File: src/rtl/alarm_annunciator.sv
// ============================================================================
// Module   : alarm_annunciator
// Brief    : 8-channel alarm annunciator with acknowledge, blinking lamps and
//            a 7-segment display of the highest-priority channel.
//            Optional macro RINGBACK_EN adds the RINGBACK channel state.
// Revision : 1.0  initial release
// ============================================================================
`default_nettype none

module alarm_annunciator #(
  parameter int BLINK_DIV = 4
) (
  input  logic       clk_2,
  input  logic       reset,
  input  logic [7:0] req,
  input  logic       ack,
  output logic [7:0] active,
  output logic [7:0] LED,
  output logic [7:0] SEG,
  output logic       horn
);

  typedef enum logic [1:0] {
    ST_IDLE     = 2'd0,
    ST_ALARM    = 2'd1,
    ST_ACKED    = 2'd2
`ifdef RINGBACK_EN
    , ST_RINGBACK = 2'd3
`endif
  } state_t;

  localparam logic [7:0] c_CNT_LAST = 8'(BLINK_DIV - 1);

  state_t     r_state [8];
  state_t     w_next  [8];
  logic       r_ack_s1, r_ack_s2, r_ack_s3, r_ack_evt;
  logic [7:0] r_cnt;
  logic       r_fast;
`ifdef RINGBACK_EN
  logic       r_slow;
`endif

  // The edge pulse is registered so channels act on it one edge after detection.
  always_ff @(posedge clk_2 or posedge reset) begin
    if (reset) begin
      r_ack_s1  <= 1'b0;
      r_ack_s2  <= 1'b0;
      r_ack_s3  <= 1'b0;
      r_ack_evt <= 1'b0;
    end else begin
      r_ack_s1  <= ack;
      r_ack_s2  <= r_ack_s1;
      r_ack_s3  <= r_ack_s2;
      r_ack_evt <= r_ack_s2 & ~r_ack_s3;
    end
  end

  always_ff @(posedge clk_2 or posedge reset) begin
    if (reset) begin
      r_cnt  <= 8'd0;
      r_fast <= 1'b0;
`ifdef RINGBACK_EN
      r_slow <= 1'b0;
`endif
    end else if (r_cnt == c_CNT_LAST) begin
      r_cnt  <= 8'd0;
      r_fast <= ~r_fast;
`ifdef RINGBACK_EN
      if (r_fast) r_slow <= ~r_slow;
`endif
    end else begin
      r_cnt <= r_cnt + 8'd1;
    end
  end

  always_ff @(posedge clk_2 or posedge reset) begin
    if (reset) begin
      for (int i = 0; i < 8; i++) r_state[i] <= ST_IDLE;
    end else begin
      for (int i = 0; i < 8; i++) r_state[i] <= w_next[i];
    end
  end

  // A new request on an IDLE channel wins over a coincident acknowledge.
  always_comb begin
    for (int i = 0; i < 8; i++) begin
      w_next[i] = r_state[i];
      case (r_state[i])
        ST_IDLE:  if (req[i]) w_next[i] = ST_ALARM;
        ST_ALARM: if (r_ack_evt) w_next[i] = req[i] ? ST_ACKED : ST_IDLE;
`ifdef RINGBACK_EN
        ST_ACKED: if (!req[i]) w_next[i] = ST_RINGBACK;
        ST_RINGBACK: begin
          if (req[i])         w_next[i] = ST_ALARM;
          else if (r_ack_evt) w_next[i] = ST_IDLE;
        end
`else
        ST_ACKED: if (!req[i]) w_next[i] = ST_IDLE;
`endif
        default:  w_next[i] = ST_IDLE;
      endcase
    end
  end

  function automatic logic [6:0] f_digit(input logic [2:0] ch);
    case (ch)
      3'd0:    f_digit = 7'h3F;
      3'd1:    f_digit = 7'h06;
      3'd2:    f_digit = 7'h5B;
      3'd3:    f_digit = 7'h4F;
      3'd4:    f_digit = 7'h66;
      3'd5:    f_digit = 7'h6D;
      3'd6:    f_digit = 7'h7D;
      default: f_digit = 7'h07;
    endcase
  endfunction

  logic       w_any_alarm, w_any_hold;
  logic [2:0] w_alarm_idx, w_hold_idx;

  // Scan downward so the lowest-index channel is the one left selected.
  always_comb begin
    active      = 8'd0;
    LED         = 8'd0;
    w_any_alarm = 1'b0;
    w_any_hold  = 1'b0;
    w_alarm_idx = 3'd0;
    w_hold_idx  = 3'd0;
    for (int i = 7; i >= 0; i--) begin
      active[i] = (r_state[i] != ST_IDLE);
      case (r_state[i])
        ST_ALARM: begin
          LED[i]      = r_fast;
          w_any_alarm = 1'b1;
          w_alarm_idx = 3'(i);
        end
        ST_ACKED: begin
          LED[i]     = 1'b1;
          w_any_hold = 1'b1;
          w_hold_idx = 3'(i);
        end
`ifdef RINGBACK_EN
        ST_RINGBACK: begin
          LED[i]     = r_slow;
          w_any_hold = 1'b1;
          w_hold_idx = 3'(i);
        end
`endif
        default: LED[i] = 1'b0;
      endcase
    end
    horn = w_any_alarm;
    if (w_any_alarm)     SEG = {1'b1, f_digit(w_alarm_idx)};
    else if (w_any_hold) SEG = {1'b0, f_digit(w_hold_idx)};
    else                 SEG = 8'h00;
  end

endmodule

`default_nettype wire

File: config.mk
export PLATFORM = sky130hd
export DESIGN_NAME = alarm_annunciator
export DESIGN_NICKNAME = d
export VERILOG_FILES = /design/src/rtl/alarm_annunciator.sv
export SDC_FILE = /design/constraint.sdc
export NUM_CORES = 1
export LEC_CHECK = 0
export CORE_ASPECT_RATIO = 0.75
export CORE_UTILIZATION = 35
export DETAILED_ROUTE_END_ITERATION = 8
export GPL_ROUTABILITY_DRIVEN = 0
export RECOVER_POWER = 25
export SLEW_MARGIN = 40
export SYNTH_ARGS = -nofsm -noshare
export SYNTH_HDL_FRONTEND = slang
export SYNTH_SLANG_ARGS = --single-unit
File: constraint.sdc
create_clock -name clk_2 -period 5.45 [get_ports clk_2]
set_clock_uncertainty 0.1 [all_clocks]
set_input_delay 1.09 -clock clk_2 [delete_from_list [all_inputs] [get_ports clk_2]]
set_output_delay 1.09 -clock clk_2 [all_outputs]
set_load 0.005 [all_outputs]
**After elaboration in Yosys (flattened, before gate mapping)**

Cells that the tools add are included.

- Flip-flop bits (word level): 29
- Output and inout bits: 25
- Input bits: 11

- Reductions and logical operators: 26
- Bitwise gates (word level): 3
- Mux-type cells: 85
- Add/subtract/negate cells: 1
- Equality and inequality tests: 53

Operator list:

| operator | count |
|---|---|
| $pmux W7 S7 | 2 |
| $mux W2 | 32 |
| $mux W3 | 16 |
| $ne A2 B2 Y1 const B | 24 |
| $pmux W2 S3 | 8 |
| $reduce_and A3 Y1 | 8 |
| $eq A3 B3 Y1 const B | 6 |
| $eq A2 B1 Y1 const B | 8 |
| $eq A2 B2 Y1 const B | 8 |
| $logic_not A2 Y1 | 8 |
| $mux W1 | 16 |
| $mux W8 | 2 |
| $pmux W1 S2 | 8 |
| $reduce_bool A2 Y1 | 8 |
| $eq A3 B2 Y1 const B | 4 |
| $add A8 B1 Y8 const B | 1 |
| $eq A8 B2 Y1 const B | 1 |
| $mux W7 | 1 |
| $eq A3 B1 Y1 const B | 2 |
| $logic_not A3 Y1 | 2 |
| $not A1 Y1 | 2 |
| $and A1 B1 Y1 | 1 |

**Logic depth before layout (Yosys ltp)**

Gate-level depths: netlist (run 1).

- Depth in word-level cells: 13
- Gate-level depth with buffers: 6

**Worst setup path before layout (run 1)**

No wires, ideal clock.

- Path kind: register -> output
- From: reg r_state[7] (netlist bit)
- To: out SEG[2]
- Arrival time: 1.934 ns
- Cell stages (with the launch flop): 7
- Setup slack: 2.326 ns
- Cell sequence: dfrtp_1 > inv_1 > ha_1 > or4_4 > nor4_4 > inv_2 > o311ai_1

- Elaborated cells between the ends (all ways): 40
- Those cells by class: 14 x eq/ne; 24 x mux; 2 x reduce/logical

RTL lines:

| item | RTL line | source |
|---|---|---|
| start: declaration | 34 | `state_t r_state [8];` |
| $eq A2 B1 Y1 | 131 | `case (r_state[i])` |
| $mux W1 (5 in a row) | 131 |  |
| net horn | 20 | `output logic horn` |
| $mux W8 | 153 | `if (w_any_alarm) SEG = {1'b1, f_digit(w_alarm_idx)};` |
| end: declaration | 19 | `output logic [7:0] SEG,` |

The timed path passes the listed nets, and every way through them passes these cells.

**Worst setup path in the final report (run 1)**

- From: reg r_state[7] (netlist bit)
- To: out SEG[6]

- Word-level cells in the longest chain between the ends: 10
- Elaborated cells between the ends (all ways): 40
- Those cells by class: 14 x eq/ne; 24 x mux; 2 x reduce/logical

Ends and longest elaborated chain:

| item | RTL line | source |
|---|---|---|
| $eq A2 B2 Y1 | 131 |  |
| $mux W3 (5 in a row) | 131 |  |
| $eq A3 B3 Y1, or another cell as far along | 106 | `case (ch)` |
| $pmux W7 S7 | 106 |  |
| $mux W7 | 154 | `else if (w_any_hold) SEG = {1'b0, f_digit(w_hold_idx)};` |
| $mux W8 (*) | 153 |  |

Mark *: on every way between the ends. The rest lies on a longest branch, timed or not.

==> results of run 1 <==
## final cells by class
type | count | area [µm²] | share of cell area (%)
multi-input combinational | 178 | 1330 | 48.9
sequential | 29 | 726 | 26.6
timing repair buffer | 36 | 354 | 13.0
inverter | 35 | 131 | 4.82
tap | 78 | 97.6 | 3.58
clock buffer | 6 | 72.6 | 2.66
clock inverter | 2 | 10.0 | 0.367
## power breakdown
part | internal [mW] | switching (mW)
Combinational | 0.450 | 0.477
Sequential | 0.270 | 0.0438
Clock | 0.0882 | 0.0823
## cell usage after synthesis (2+ instances only)
master,number
nand3_1,3
nand2_1,12
o311ai_1,2
dfrtp_1,29
o22ai_1,8
a221o_2,3
and3_1,3
clkbuf_1,8
ha_1,25
nor4_1,3
o21ai_0,6
nor3_1,4
or2_2,2
mux2i_1,9
nor2b_1,18
o31ai_1,3
o2bb2ai_1,2
a21oi_1,23
inv_1,34
nor2_1,7
xnor2_1,4
o21bai_1,8
nand2b_1,7
o21a_1,7
xor2_1,2
## registers in the layout (all words and copies together), names as in the netlist
| name | cells |
|---|---|
| r_state | 16 |
| r_ack_evt | 1 |
| r_fast | 1 |
| r_cnt | 8 |
| r_ack_s2 | 1 |
| r_ack_s1 | 1 |
| r_ack_s3 | 1 |
## cells by family after synthesis
kind of cell / Yosys count / share of synthesized area (%)
mux: 9 / 4.04
fa+ha+maj: 25 / 14.0
buf+inv: 45 / 7.74
compound gates: 67 / 20.1
flops: 29 / 32.5
simple gates: 71 / 19.2
xor+xnor: 6 / 2.36
## critical path: cells and delay by family, from the launching register on
family / cells / cell delay (ns)
AOI/OAI and AO/OA: 1 / 0.31
adders and majority gates: 1 / 0.27
buffers and inverters: 3 / 0.77
DFF: 1 / 0.38
and+or+nand+nor: 2 / 0.91
## stage by stage
stage / util [%] / cells / worst slack (ns)
6_report: 45.6 / 364 / 1.34
5_1_grt: 45.6 / 364 / 1.14
4_1_cts: 45.6 / 364 / 1.32
3_5_place_dp: 44.3 / 356 / 1.64
3_3_place_gp: 44.3 / 356 / 1.71
2_1_floorplan: - / 252 / 2.33
## per-layer routing
layer	vias to the layer above	global-route usage, %	routed length (µm)
met5	-	0	0
met4	0	5.64	65
met3	8	3.55	341
met2	62	24.5	2050
met1	880	25.0	2610
li1	938	-	-
## worst paths after layout
check	from	to	slack (ns)
setup / recovery	r_state[7]	SEG[6]	1.34
hold / removal	r_ack_s1	r_ack_s2	0.26
setup reg to reg	r_cnt[0]	r_fast	3.67
hold reg to reg	r_ack_s1	r_ack_s2	0.26
max in group asynchronous	reset	r_state[12]	2.63
min in group asynchronous	reset	r_state[6]	1.69
==> impl_metrics.ini, run 1 <==
[clocking]
cts-root-to-sink-buffers = 2
clkLatencyLatePin_ns = 0.28
cts_post_setup_buffers_inserted = 0
post_cts_hold_buffer_count = 0
cts.clk_slew.worst_paths_ns = 0.06
root_buffer = clkbuf_8
cts_tree = yes
cts_num_sinks = 29
htree_levels = 2
post_cts_resize_count = 0
numCtsBuffers = 5

[pwr]
power.ir.vdd_worst_uv = 213
static-leakage-power_nw = 1.18
totalPowerFinal_mw = 1.41
power_density_nw_per_um2 = 518

[drt]
route.detailed.vias_per_inst = 5.19
number_of_nets_with_antenna_violations_after_routing = 0
detailroute.via_count = 1888
route.detailed.drc = 0
detailedRoute.firstPassIterationCount = 4
drt_first_iter_violations = 95
drt_wl_total_mm = 5.07
wl_per_cell_um = 13.9

[synth]
yosysUniqueCellTypes = 45
syn-cell-area_um2 = 2230
synth.yosys.seq_area_share_pct = 32.5
ys_async_sr_fraction_pct = 100
synth.avg_cell_area_um2 = 8.85
postSynthRegisterBits = 29
yosys_most_used_dff = dfrtp_1
synth.largest_area_cell = dfrtp_1
synth_area_leaders = dfrtp_1 (33%), ha_1 (14%), inv_1 (5.7%)
synth_edf_count = 0
syn_nets = 288
post_synth_inst_count = 252
area_share_of_the_largest_cell_type_after_synthesis_pct = 32.5
yosys_warnings = 0

[sta]
finalHoldViolations = 0
setup_violations = 0
holdWs_ns = 0.261
totalNegativeSetupSlack_ns = 0
slew_viol_final = 30
period_minus_slack_ns = 4.11
max_freq_ghz = 0.243
worstMarginPinSlew_ns = 1.59
min_period_over_period_pct = 75.4
grt_setup_unrepaired = false
worst_slew_margin_rel_pct = -6.32

[cells_and_area]
synthToLayoutAreaGrowth_pct = 22.1
fillCellCount = 577
layout.cells.most_common_list = inv_1 (34), clkdlybuf4s50_1 (32), dfrtp_1 (29)
fraction_of_final_layout_cells_with_drive_strength_greater_than_1_pct = 6.64
number_of_antenna_diodes = 0
final_common_cell = inv_1
final_net_count = 321
finish.instance_area_um2 = 2720

[floorplanning]
floorplan.core_area_um2 = 5980
effective_utilization_at_floorplan_pct = 37.3
die_area_um2 = 6700
chipWidth_um = 94.2
io-pin-count = 36
placementRows = 24
die_h_um = 71.1

[hold_path]
worst_hold_path_type = reg2reg
worst_hold_path_cell_count = 0

[setup_path]
crit_arrival_ns = 2.92
critical_path_required_ns = 4.26
setup.worst_path.end_class = output port
timing.reg2reg.worst_path_depth = 4
setup.worst_path.start_class = flop
worstPathCellList = inv_1, ha_1, or4_4, nor4_4, inv_2, o41ai_2, clkdlybuf4s50_1
slowest_stage = or4_4
crit_path_max_fanout = 8
timing.setup.critical_path_class = reg2out
timing.critical_path.slowest_cell_delay_ns = 0.59

[outcome]
violated_checks = max-capacitance violations, max-slew violations
outcome = complete, but fails checks

[global_routing]
grt_overflow_total = 0
globalRouteTotalUtil_pct = 16.9
number_of_global_route_vias_before_repair = 1785
grt_first_pass_wirelength_mm = 8.66
antenna_found_initial = 0
largest_net_degree_at_the_start_of_global_routing = 30

[place]
io_buffer_count = 35
dpl_cell_area_um2 = 2650
dp.final_hpwl_mm = 3.89

[flow_run]
max-cap-violations = 1
No activity file was read; power rests on OpenSTA's default activity.
==> run 2: changes to the inputs <==
Clock period 5.45 ns to 3.5 ns, I/O delays scaled along.
==> run 2 against run 1 <==
  * The flow still finishes with violations (max-capacitance violations, max-slew violations)
  * Sequential share of layout area shrank 1.0 points
  * Power grew 66%
  * Highest routed layer unchanged
  * Setup slack lost 1.3 ns
  * Combinational power grew 61%
  * Cell count grew 2.2%
  * Worst hold slack lost 0.0051 ns
  * Via count grew 0.58%
  * Clock power grew 110%
  * First-iteration DRC count grew 23%
  * Design area grew 4.0%
  * Count of clock-buffer cells in the layout grew 1
  * Largest power group unchanged
==> impl_metrics.ini, run 2 (synthesis results as in run 1) <==
[clocking]
post_cts_hold_buffer_count = 0
cts_post_setup_buffers_inserted = 0
cts_tree = yes
cts_num_sinks = 29
clkLatencyLatePin_ns = 0.29
cts-root-to-sink-buffers = 2
cts.clk_slew.worst_paths_ns = 0.06
numCtsBuffers = 5
root_buffer = clkbuf_8
htree_levels = 2

[global_routing]
number_of_global_route_vias_before_repair = 1851
globalRouteTotalUtil_pct = 17.2
grt_first_pass_wirelength_mm = 8.83
grt_overflow_total = 0
largest_net_degree_at_the_start_of_global_routing = 30
antenna_found_initial = 0

[place]
dpl_worst_slack_ns = 0.225
io_buffer_count = 35
dp.final_hpwl_mm = 3.99

[drt]
drt_wl_total_mm = 5.18
route.detailed.vias_per_inst = 5.10
number_of_nets_with_antenna_violations_after_routing = 0
drt_first_iter_violations = 117
detailroute.via_count = 1899
detailedRoute.firstPassIterationCount = 4
route.detailed.drc = 0
wl_per_cell_um = 13.9

[setup_path]
timing.setup.critical_path_class = reg2out
critical_path.n_buffers_inverters = 2
slowest_stage = or4b_2
setup.worst_path.start_class = flop
critical_path_required_ns = 2.70
cpLargestDelayFamily = simple AND/OR/NAND/NOR gates
crit_path_max_fanout = 10
timing.critical_path.slowest_cell_delay_ns = 0.73
crit_arrival_ns = 2.62
worstPathCellList = inv_1, ha_1, or4b_2, nand3b_1, a221o_2, clkdlybuf4s50_1
setup.worst_path.end_class = output port

[outcome]
violated_checks = max-capacitance violations, max-slew violations
outcome = complete, but fails checks

[pwr]
static-leakage-power_nw = 1.24
power.ir.vdd_worst_uv = 361
power_density_nw_per_um2 = 826

[flow_run]
max-cap-violations = 1

[floorplanning]
die_area_um2 = 6700
chipWidth_um = 94.2
die_h_um = 71.1
floorplan.core_area_um2 = 5980
effective_utilization_at_floorplan_pct = 37.3
placementRows = 24
io-pin-count = 36

[cells_and_area]
largest_register_ffs = 16
regMostFlops = r_state
number_of_antenna_diodes = 0
final_common_cell = inv_1
fillCellCount = 580
final_net_count = 329
layout.cells.most_common_list = inv_1 (34), clkdlybuf4s50_1 (29), dfrtp_1 (29)
fraction_of_final_layout_cells_with_drive_strength_greater_than_1_pct = 10.2
layout_top_registers = r_state x16, r_cnt x8
synthToLayoutAreaGrowth_pct = 27.0

[sta]
worst_slew_margin_rel_pct = -8.12
setup_violations = 0
worstMarginPinSlew_ns = 1.62
slew_viol_final = 30
finalHoldViolations = 0
timing.final.ws_setup_ns = 0.0826
totalNegativeSetupSlack_ns = 0
period_minus_slack_ns = 3.42
min_period_over_period_pct = 97.6
max_freq_ghz = 0.293
grt_setup_unrepaired = false
holdWs_ns = 0.256

[hold_path]
worst_hold_path_type = reg2reg
[run 2: metal layers]
layer	vias up	track usage, %	part of all wire (%)
li1	957	-	-
met1	882	25.8	54
met2	52	24.2	40
met3	8	3.33	4.8
met4	0	6.15	1.5
met5	-	0	0
[run 2: final cells by class]
| type | count | area, µm² | share of cell area, % |
|---|---|---|---|
| inverter | 35 | 131 | 4.64 |
| multi-input combinational | 178 | 1350 | 47.8 |
| timing repair buffer | 44 | 409 | 14.4 |
| tap | 78 | 97.6 | 3.44 |
| clock buffer | 7 | 86.3 | 3.05 |
| sequential | 29 | 726 | 25.6 |
| clock inverter | 1 | 30.0 | 1.06 |
[run 2: final timing paths]
| check | cells past startpoint | slack, ns | startpoint | to |
|---|---|---|---|---|
| worst min register to register | 0 | 0.26 | r_ack_s1 | r_ack_s2 |
| max in group asynchronous | 3 | 1.05 | reset | r_state[9] |
| worst max-delay path | 6 | 0.08 | r_state[6] | SEG[1] |
| worst min-delay path | 0 | 0.26 | r_ack_s1 | r_ack_s2 |
| worst max register to register | 4 | 1.73 | r_cnt[0] | r_fast |
| min in group asynchronous | 3 | 1.31 | reset | r_state[6] |
[run 2: power breakdown]
group | switching (mW) | internal [mW]
sequential | 0.0663 | 0.421
combinational | 0.766 | 0.724
clock | 0.133 | 0.232
total | 0.965 | 1.38
[run 2: per-stage QoR]
step           utilization [%]  instance area (µm²)  std cells  total power [mW]
6_report                  47.4                 2830        372              2.34
5_1_grt                   47.4                 2830        372              2.55
4_1_cts                   47.5                 2840        372              2.35
3_5_place_dp              45.3                 2710        364              1.97
3_3_place_gp              45.3                 2710        364              1.97
2_1_floorplan                -                 2230        252              1.39
[run 2: what timing repair did]
| item | 4_1_cts | 5_1_grt |
|---|---|---|
| gates resized for setup | 7 | 0 |
| gates cloned | 0 | 0 |
| setup endpoints to repair | 4 | 3 |
| pin swaps | 0 | 1 |
